[src/rtl/mult_rr_scheduler.sv]
// Round-robin share of one pipelined signed 32x32 multiplier among N_REQ requesters.
// Latency: handshake at edge E -> rsp_valid in the cycle after edge E+MUL_LAT+1.
// Backpressure: one grant per cycle, none while hold/rst; responses cannot be stalled.
module mult_rr_scheduler #(
  parameter int N_REQ   = 4,
  parameter int ID_W    = 2,
  parameter int MUL_LAT = 1
) (
  input  logic                clk,
  input  logic                rst,
  input  logic                hold,
  input  logic [N_REQ-1:0]    req_valid,
  output logic [N_REQ-1:0]    req_ready,
  input  logic [N_REQ*32-1:0] req_in1,
  input  logic [N_REQ*32-1:0] req_in2,
  output logic [31:0]         mul_in1,
  output logic [31:0]         mul_in2,
  input  logic [63:0]         mul_out,
  output logic                rsp_valid,
  output logic [ID_W-1:0]     rsp_id,
  output logic [63:0]         rsp_data,
  output logic                busy
);

  logic [ID_W-1:0] ptr;
  logic [ID_W-1:0] winner;
  logic [ID_W:0]   cand;
  logic            found;
  logic            grant;
  logic [31:0]     sel_a;
  logic [31:0]     sel_b;

  // Tag pipe runs alongside the multiplier; the last stage lines up with mul_out.
  logic            tag_vld [MUL_LAT+1];
  logic [ID_W-1:0] tag_id  [MUL_LAT+1];

  // Search from ptr upward (mod N_REQ) for the first valid requester and mux its operands.
  always_comb begin
    found  = 1'b0;
    winner = '0;
    cand   = '0;
    sel_a  = '0;
    sel_b  = '0;
    for (int k = 0; k < N_REQ; k++) begin
      cand = {1'b0, ptr} + (ID_W+1)'(k);
      if (cand >= (ID_W+1)'(N_REQ)) begin
        cand = cand - (ID_W+1)'(N_REQ);
      end
      if (!found && req_valid[cand[ID_W-1:0]]) begin
        found  = 1'b1;
        winner = cand[ID_W-1:0];
      end
    end
    for (int i = 0; i < N_REQ; i++) begin
      if (winner == ID_W'(i)) begin
        sel_a = req_in1[32*i +: 32];
        sel_b = req_in2[32*i +: 32];
      end
    end
  end

  // Grant is suppressed by hold and by reset so no handshake can land during either.
  always_comb begin
    grant     = found & ~hold & ~rst;
    req_ready = grant ? (N_REQ'(1) << winner) : '0;
  end

  // Pointer moves past the winner only when a handshake actually happens.
  always_ff @(posedge clk or posedge rst) begin
    if (rst) begin
      ptr <= '0;
    end else if (grant) begin
      ptr <= (winner == ID_W'(N_REQ-1)) ? '0 : winner + ID_W'(1);
    end
  end

  // Operand registers hold their last value between grants; the stale product is ignored.
  always_ff @(posedge clk or posedge rst) begin
    if (rst) begin
      mul_in1 <= '0;
      mul_in2 <= '0;
    end else if (grant) begin
      mul_in1 <= sel_a;
      mul_in2 <= sel_b;
    end
  end

  // Shift {valid, id} through the pipe in step with the multiplier.
  always_ff @(posedge clk or posedge rst) begin
    if (rst) begin
      for (int k = 0; k <= MUL_LAT; k++) begin
        tag_vld[k] <= 1'b0;
        tag_id[k]  <= '0;
      end
    end else begin
      tag_vld[0] <= grant;
      tag_id[0]  <= winner;
      for (int k = 1; k <= MUL_LAT; k++) begin
        tag_vld[k] <= tag_vld[k-1];
        tag_id[k]  <= tag_id[k-1];
      end
    end
  end

  // Register the response when a valid tag meets its product; pulse lasts one cycle.
  always_ff @(posedge clk or posedge rst) begin
    if (rst) begin
      rsp_valid <= 1'b0;
      rsp_id    <= '0;
      rsp_data  <= '0;
    end else begin
      rsp_valid <= tag_vld[MUL_LAT];
      if (tag_vld[MUL_LAT]) begin
        rsp_id   <= tag_id[MUL_LAT];
        rsp_data <= mul_out;
      end
    end
  end

  // Busy covers every tag stage plus the response being presented.
  always_comb begin
    busy = rsp_valid;
    for (int k = 0; k <= MUL_LAT; k++) begin
      busy = busy | tag_vld[k];
    end
  end

endmodule

[config.mk]
export PLATFORM = sky130hd
export DESIGN_NAME = mult_rr_scheduler
export DESIGN_NICKNAME = d
export VERILOG_FILES = /design/src/rtl/mult_rr_scheduler.sv
export SDC_FILE = /design/constraint.sdc
export NUM_CORES = 1
export LEC_CHECK = 0
export ABC_AREA = 1
export BUFFER_PORTS_ARGS = -buffer_cell sky130_fd_sc_hd__buf_4
export CAP_MARGIN = 20
export CORE_AREA = 2 2 179 181
export CTS_BUF_LIST = sky130_fd_sc_hd__clkbuf_4 sky130_fd_sc_hd__clkbuf_8
export DETAILED_ROUTE_END_ITERATION = 10
export DIE_AREA = 0 0 181 183
export PLACE_DENSITY = 0.59
export SYNTH_ARGS = -nofsm -noshare
export SYNTH_HDL_FRONTEND = slang
export SYNTH_SLANG_ARGS = --single-unit
[constraint.sdc]
create_clock -name clk -period 8.5 [get_ports clk]
set_input_delay 1.275 -clock clk [delete_from_list [all_inputs] [get_ports clk]]
set_output_delay 1.275 -clock clk [all_outputs]
set_load 0.005 [all_outputs]
## Yosys cells after proc, flatten, opt, wreduce, memory -nomap -nowiden

Cells that the tools add are included.

- Bits in registers: 139
- Latch bits: 0
- Bits in writable memories: 0
- Memory bits (read-only): 0
- Input port bits: 327
- Word-level logic and storage cells: 73
- Memories: 0

- $add $sub $neg: 8
- Multipliers: 0
- Div/mod/pow operators: 0
- $lt $le $gt $ge: 8
- Equality and inequality tests: 3
- Shifts and indexed selects: 1
- Multiplexer cells: 30
- Bitwise logic cells: 6
- Reductions and logical operators: 7

Operator list:

| cell | count |
|---|---|
| 32-bit 2-to-1 mux | 8 |
| 2-bit 2-to-1 mux | 9 |
| 2-bit by 3-bit < comparator with 1-bit output, second input constant | 4 |
| 3-bit >= comparator, second input constant | 3 |
| 1-bit binary-select mux with 2-bit select | 4 |
| 1-bit 2-to-1 mux | 8 |
| 2-bit by 1-bit subtractor with 2-bit output, second input constant | 4 |
| 2-bit by 2-bit adder with 3-bit output, second input constant | 2 |
| 2-bit == test, second input constant | 2 |
| 4-bit 2-to-1 mux | 1 |
| 1-bit by 2-bit << shifter with 4-bit output, first input constant | 1 |
| 2-bit by 1-bit adder with 3-bit output, second input constant | 1 |
| 2-bit by 3-bit >= comparator with 1-bit output, second input constant | 1 |
| 1-bit logical AND | 3 |
| 1-bit zero test | 3 |
| 2-bit by 1-bit adder with 2-bit output, second input constant | 1 |
| 1-bit bitwise AND | 2 |
| 2-bit by 1-bit == test with 1-bit output, second input constant | 1 |
| 2-bit zero test | 1 |
| 1-bit inverter | 2 |
| 1-bit bitwise OR | 2 |

## Depth between registers and ports, before layout

- Depth after elaboration: 19
- Mapped depth: 18
- Depth with buffers taken out: 16

## Worst setup path after synthesis

Ideal clock, no wire load.

- Path kind: input to output
- Start point: input port req_valid[3]
- End point: output port req_ready[3]
- Data arrival time: 3,109 ps
- Required time: 7,225 ps
- Path slack: 4,116 ps
- Cell stages on the path: 14
- Path buffers: 2
- Path through: inv_1 -> nand2_1 -> nand3_1 -> nand2_2 -> nor2_4 -> nand3_1 -> nand3_1 -> o21ai_0 -> inv_1 -> ha_1 -> buf_2 -> clkbuf_1 -> inv_1 -> nor2_1

- Elaborated cells on any way between the ends: 26
- Classes of those cells: shift: 1; mux: 17; bitwise: 2; reduce/logical: 6

RTL lines:

| what | line | source |
|---|---|---|
| start, declared | 12 | `input logic [N_REQ-1:0] req_valid,` |
| 1-bit binary-select mux with 2-bit select | 49 | `if (!found && req_valid[cand[ID_W-1:0]]) begin` |
| 1-bit 2-to-1 mux (not written as such) | 49 |  |
| 1-bit 2-to-1 mux | 49 |  |
| 1-bit zero test | 49 |  |
| 1-bit logical AND | 49 |  |
| 1-bit 2-to-1 mux | 49 |  |
| 1-bit zero test | 49 |  |
| 1-bit logical AND | 49 |  |
| 1-bit 2-to-1 mux | 49 |  |
| 1-bit zero test | 49 |  |
| 1-bit logical AND | 49 |  |
| 2-bit 2-to-1 mux (*) | 49 |  |
| via winner[1] | 26 | `logic [ID_W-1:0] winner;` |
| 1-bit by 2-bit << shifter with 4-bit output (*) | 65 | `req_ready = grant ? (N_REQ'(1) << winner) : '0;` |
| 4-bit 2-to-1 mux (*) | 65 |  |
| end, declared | 13 | `output logic [N_REQ-1:0] req_ready,` |

Mark *: on every way through the listed nets, which the timed path passes. The rest lies on a longest branch. The select of a mux whose other input is x is not followed.

## Final worst setup path

- Start point: input port req_valid[1]
- End point: output port req_ready[2]

The elaborated chain is that of the path after synthesis.

==> results.toml <==
[outcome]
status = "finished, final reports clean"

[worst_setup_path]
path_buf_inv = 6
worst_path_dominant_cell_family = "buffers and inverters"
path_cells = "buf_4 -> inv_1 -> nand2_1 -> nand3_1 -> nand2_2 -> nor2_4 -> nand3_1 -> o21ai_0 -> inv_1 -> ha_2 -> inv_2 -> buf_4 -> nor2_1 -> buf_4"
crit_top_cell = "buf_4"
critPathMaxStageDelay_ns = 0.60
worstSetupEndpointType = "output pin"
start_kind = "input port"
crit_required_ns = 7.22
cpMaxStageDelayCell = "buf_4"
crit_arrival_ns = 3.61
path_class = "in2out"
crit_fanout = 65

[clock_network]
cts_root_buf = "clkbuf_8"
clockBufferDepth = 2
cts.sinks = 139
cts_hold_buf = 0
clk_latency_ns = 0.44
cts_htree_levels = 4
clk_pin_slew_ns = 0.08
ctsResizeCount = 0
cts_setup_buffers = 0
cts_buffers = 17
cts_tree = "yes"

[sta]
layout_setup_ws_ns = 3.619
tns_ns = 0
finClkSkew_ns = 0.009469
maxSlewHeadroom_pct = 44.66
finalCritPeriodShare_pct = 57.43
grt_setup_unrepaired = "no"
worst_pin_slew_ns = 0.8301
max_clock_freq_ghz = 0.2049
slew_viol_final = 0
setup_viol = 0
final_hold_viol_count = 0
finalCriticalPeriod_ns = 4.881

[global_route]
grt_antenna_before_repair = 0
grt_usage_pct = 16.58
grt_pass1_vias = 7743
grt_max_degree = 88
grt_pass1_wl_mm = 42.97
grt_overflow = 0

[synthesis]
ys_ff_latch = 139
synth_cell_types = 20
avgSynthCellArea_sq_um = 7.757
synth_top_area_share_pct = 47.96
synth_seq_area_share_pct = 47.96
synth_cells = 935
synth_top_area_cell = "dfrtp_1"
syn_nets = 1266
netlist_area_sq_um = 7253
ys_warn_count = 0
synth.area.top_cells = "dfrtp_1 48%, nand2_1 19%, a21oi_1 8.9%, mux2i_1 8.8%, nor2_1 3.8%"

[worst_hold_path]
hp-class = "reg2reg"

[routing]
ant_nets = 0
num_vias = 7835
dr.first_iter.drc_count = 353
routedWlPerCell_um = 15.96
vias_per_cell = 4.409
first_pass_iters = 6
finalWirelength_mm = 28.35
drcViolationCount = 0

[floorplan]
start_util_pct = 23.23
die_h_um = 183
num_rows = 65
core_area_sq_um = 31230
dieArea_sq_um = 33120
boundaryPins = 463
fp.dieW_um = 181

[place]
port_buffers = 462
pre_cts_slack_ns = 3.619
hpwl_mm = 21.10
gp_congestion = 0.8579

[final_layout]
post_route_cells_drive_above_1_share_pct = 37.60
final_common_cell = "buf_4"
area_delta_synth_final_pct = 57.67
layout_common_cells = "471 x buf_4, 367 x nand2_1, 138 x dfrtp_1"
fill_cells = 3304
seq_area_sq_um = 3480
multi_input_area_sq_um = 3418
diodes = 0
fin_util_pct = 36.62
nNetsFinal = 1693

[pwr]
power.total_mw = 4.735
power.density_nw_per_um2 = 414.1
leakage_nw = 5.903
irDropWorstVdd_uv = 347.2

[run]
cap_violations = 0
## area by class of cell
| class | instances | share of cell area (%) |
|---|---|---|
| Timing Repair Buffer | 471 | 30.92 |
| Sequential cell | 139 | 30.43 |
| Multi-Input combinational cell | 714 | 29.89 |
| Tap cell | 402 | 4.398 |
| Clock buffer | 20 | 2.298 |
| Clock inverter | 12 | 1.400 |
| Inverter | 19 | 0.6674 |
## sequential cells by signal, summed over array words and instances (netlist names)
signal,cells
rsp_data,64
mul_in1,32
mul_in2,32
tag_id,4
ptr,2
rsp_id,2
tag_vld,2
rsp_valid,1
## worst register-to-register path: cells and delay by family, from the launching register on
kind / cells / cell delay, ns
adder cells (fa/ha/maj): 1 / 0.22
flip-flops: 1 / 0.60
AND/OR/NAND/NOR: 9 / 1.45
multiplexers: 1 / 0.11
AO/OA/AOI/OAI: 3 / 0.54
buffers and inverters: 3 / 1.04
## metal layers
layer | global-route usage [%] | share of wire, %
met1 | 21.22 | 43
met2 | 27.74 | 48
met3 | 3.813 | 6.9
met4 | 5.431 | 2.2
met5 | 0 | 0
## logic make-up after synthesis
kind of cell	Yosys count	synth area share, %
fa+ha+maj	4	0.6900
simple gates	450	23.72
mux	64	8.832
flops	139	47.96
buf+inv	82	5.261
compound gates	196	13.54
## final timing paths
path,endpoint,cells after the start,from,slack (ns)
min in group asynchronous,mul_in1[29],2,rst,0.94
max in group asynchronous,rsp_data[62],3,rst,6.19
min,tag_id[1],0,tag_id[3],0.36
max,req_ready[2],14,req_valid[1],3.62
min reg2reg,tag_id[1],0,tag_id[3],0.36
max reg2reg,mul_in1[0],17,ptr[0],4.48
## metrics by stage
step,instances,cell area [sq um],hold slack [ns]
floorplan,935,7253,0.3312
global placement,1745,11010,0.3342
detailed placement,1745,11010,0.3396
CTS,1777,11440,0.3605
global route,1777,11440,0.3755
finish,1777,11440,0.3601
## Yosys cell counts
library cell	instances
a31oi_1	1
buf_1	8
nand3_2	1
ha_1	4
nor2_1	73
nand3_1	6
mux2i_1	64
inv_2	2
o21ai_0	25
nand2_1	367
inv_1	17
a21oi_1	129
clkbuf_1	31
dfrtp_1	139
nor2_4	1
nand2_2	1
nand2_4	1
buf_6	7
buf_2	17
o21ai_1	41
## power by group
part | leakage, nW | internal [mW] | switching [mW]
registers | 1.74 | 0.936 | 0.163
logic | 3.95 | 1.30 | 1.75
clock network | 0.215 | 0.309 | 0.282
total | 5.90 | 2.54 | 2.20
(Power assumes the default switching activity.)
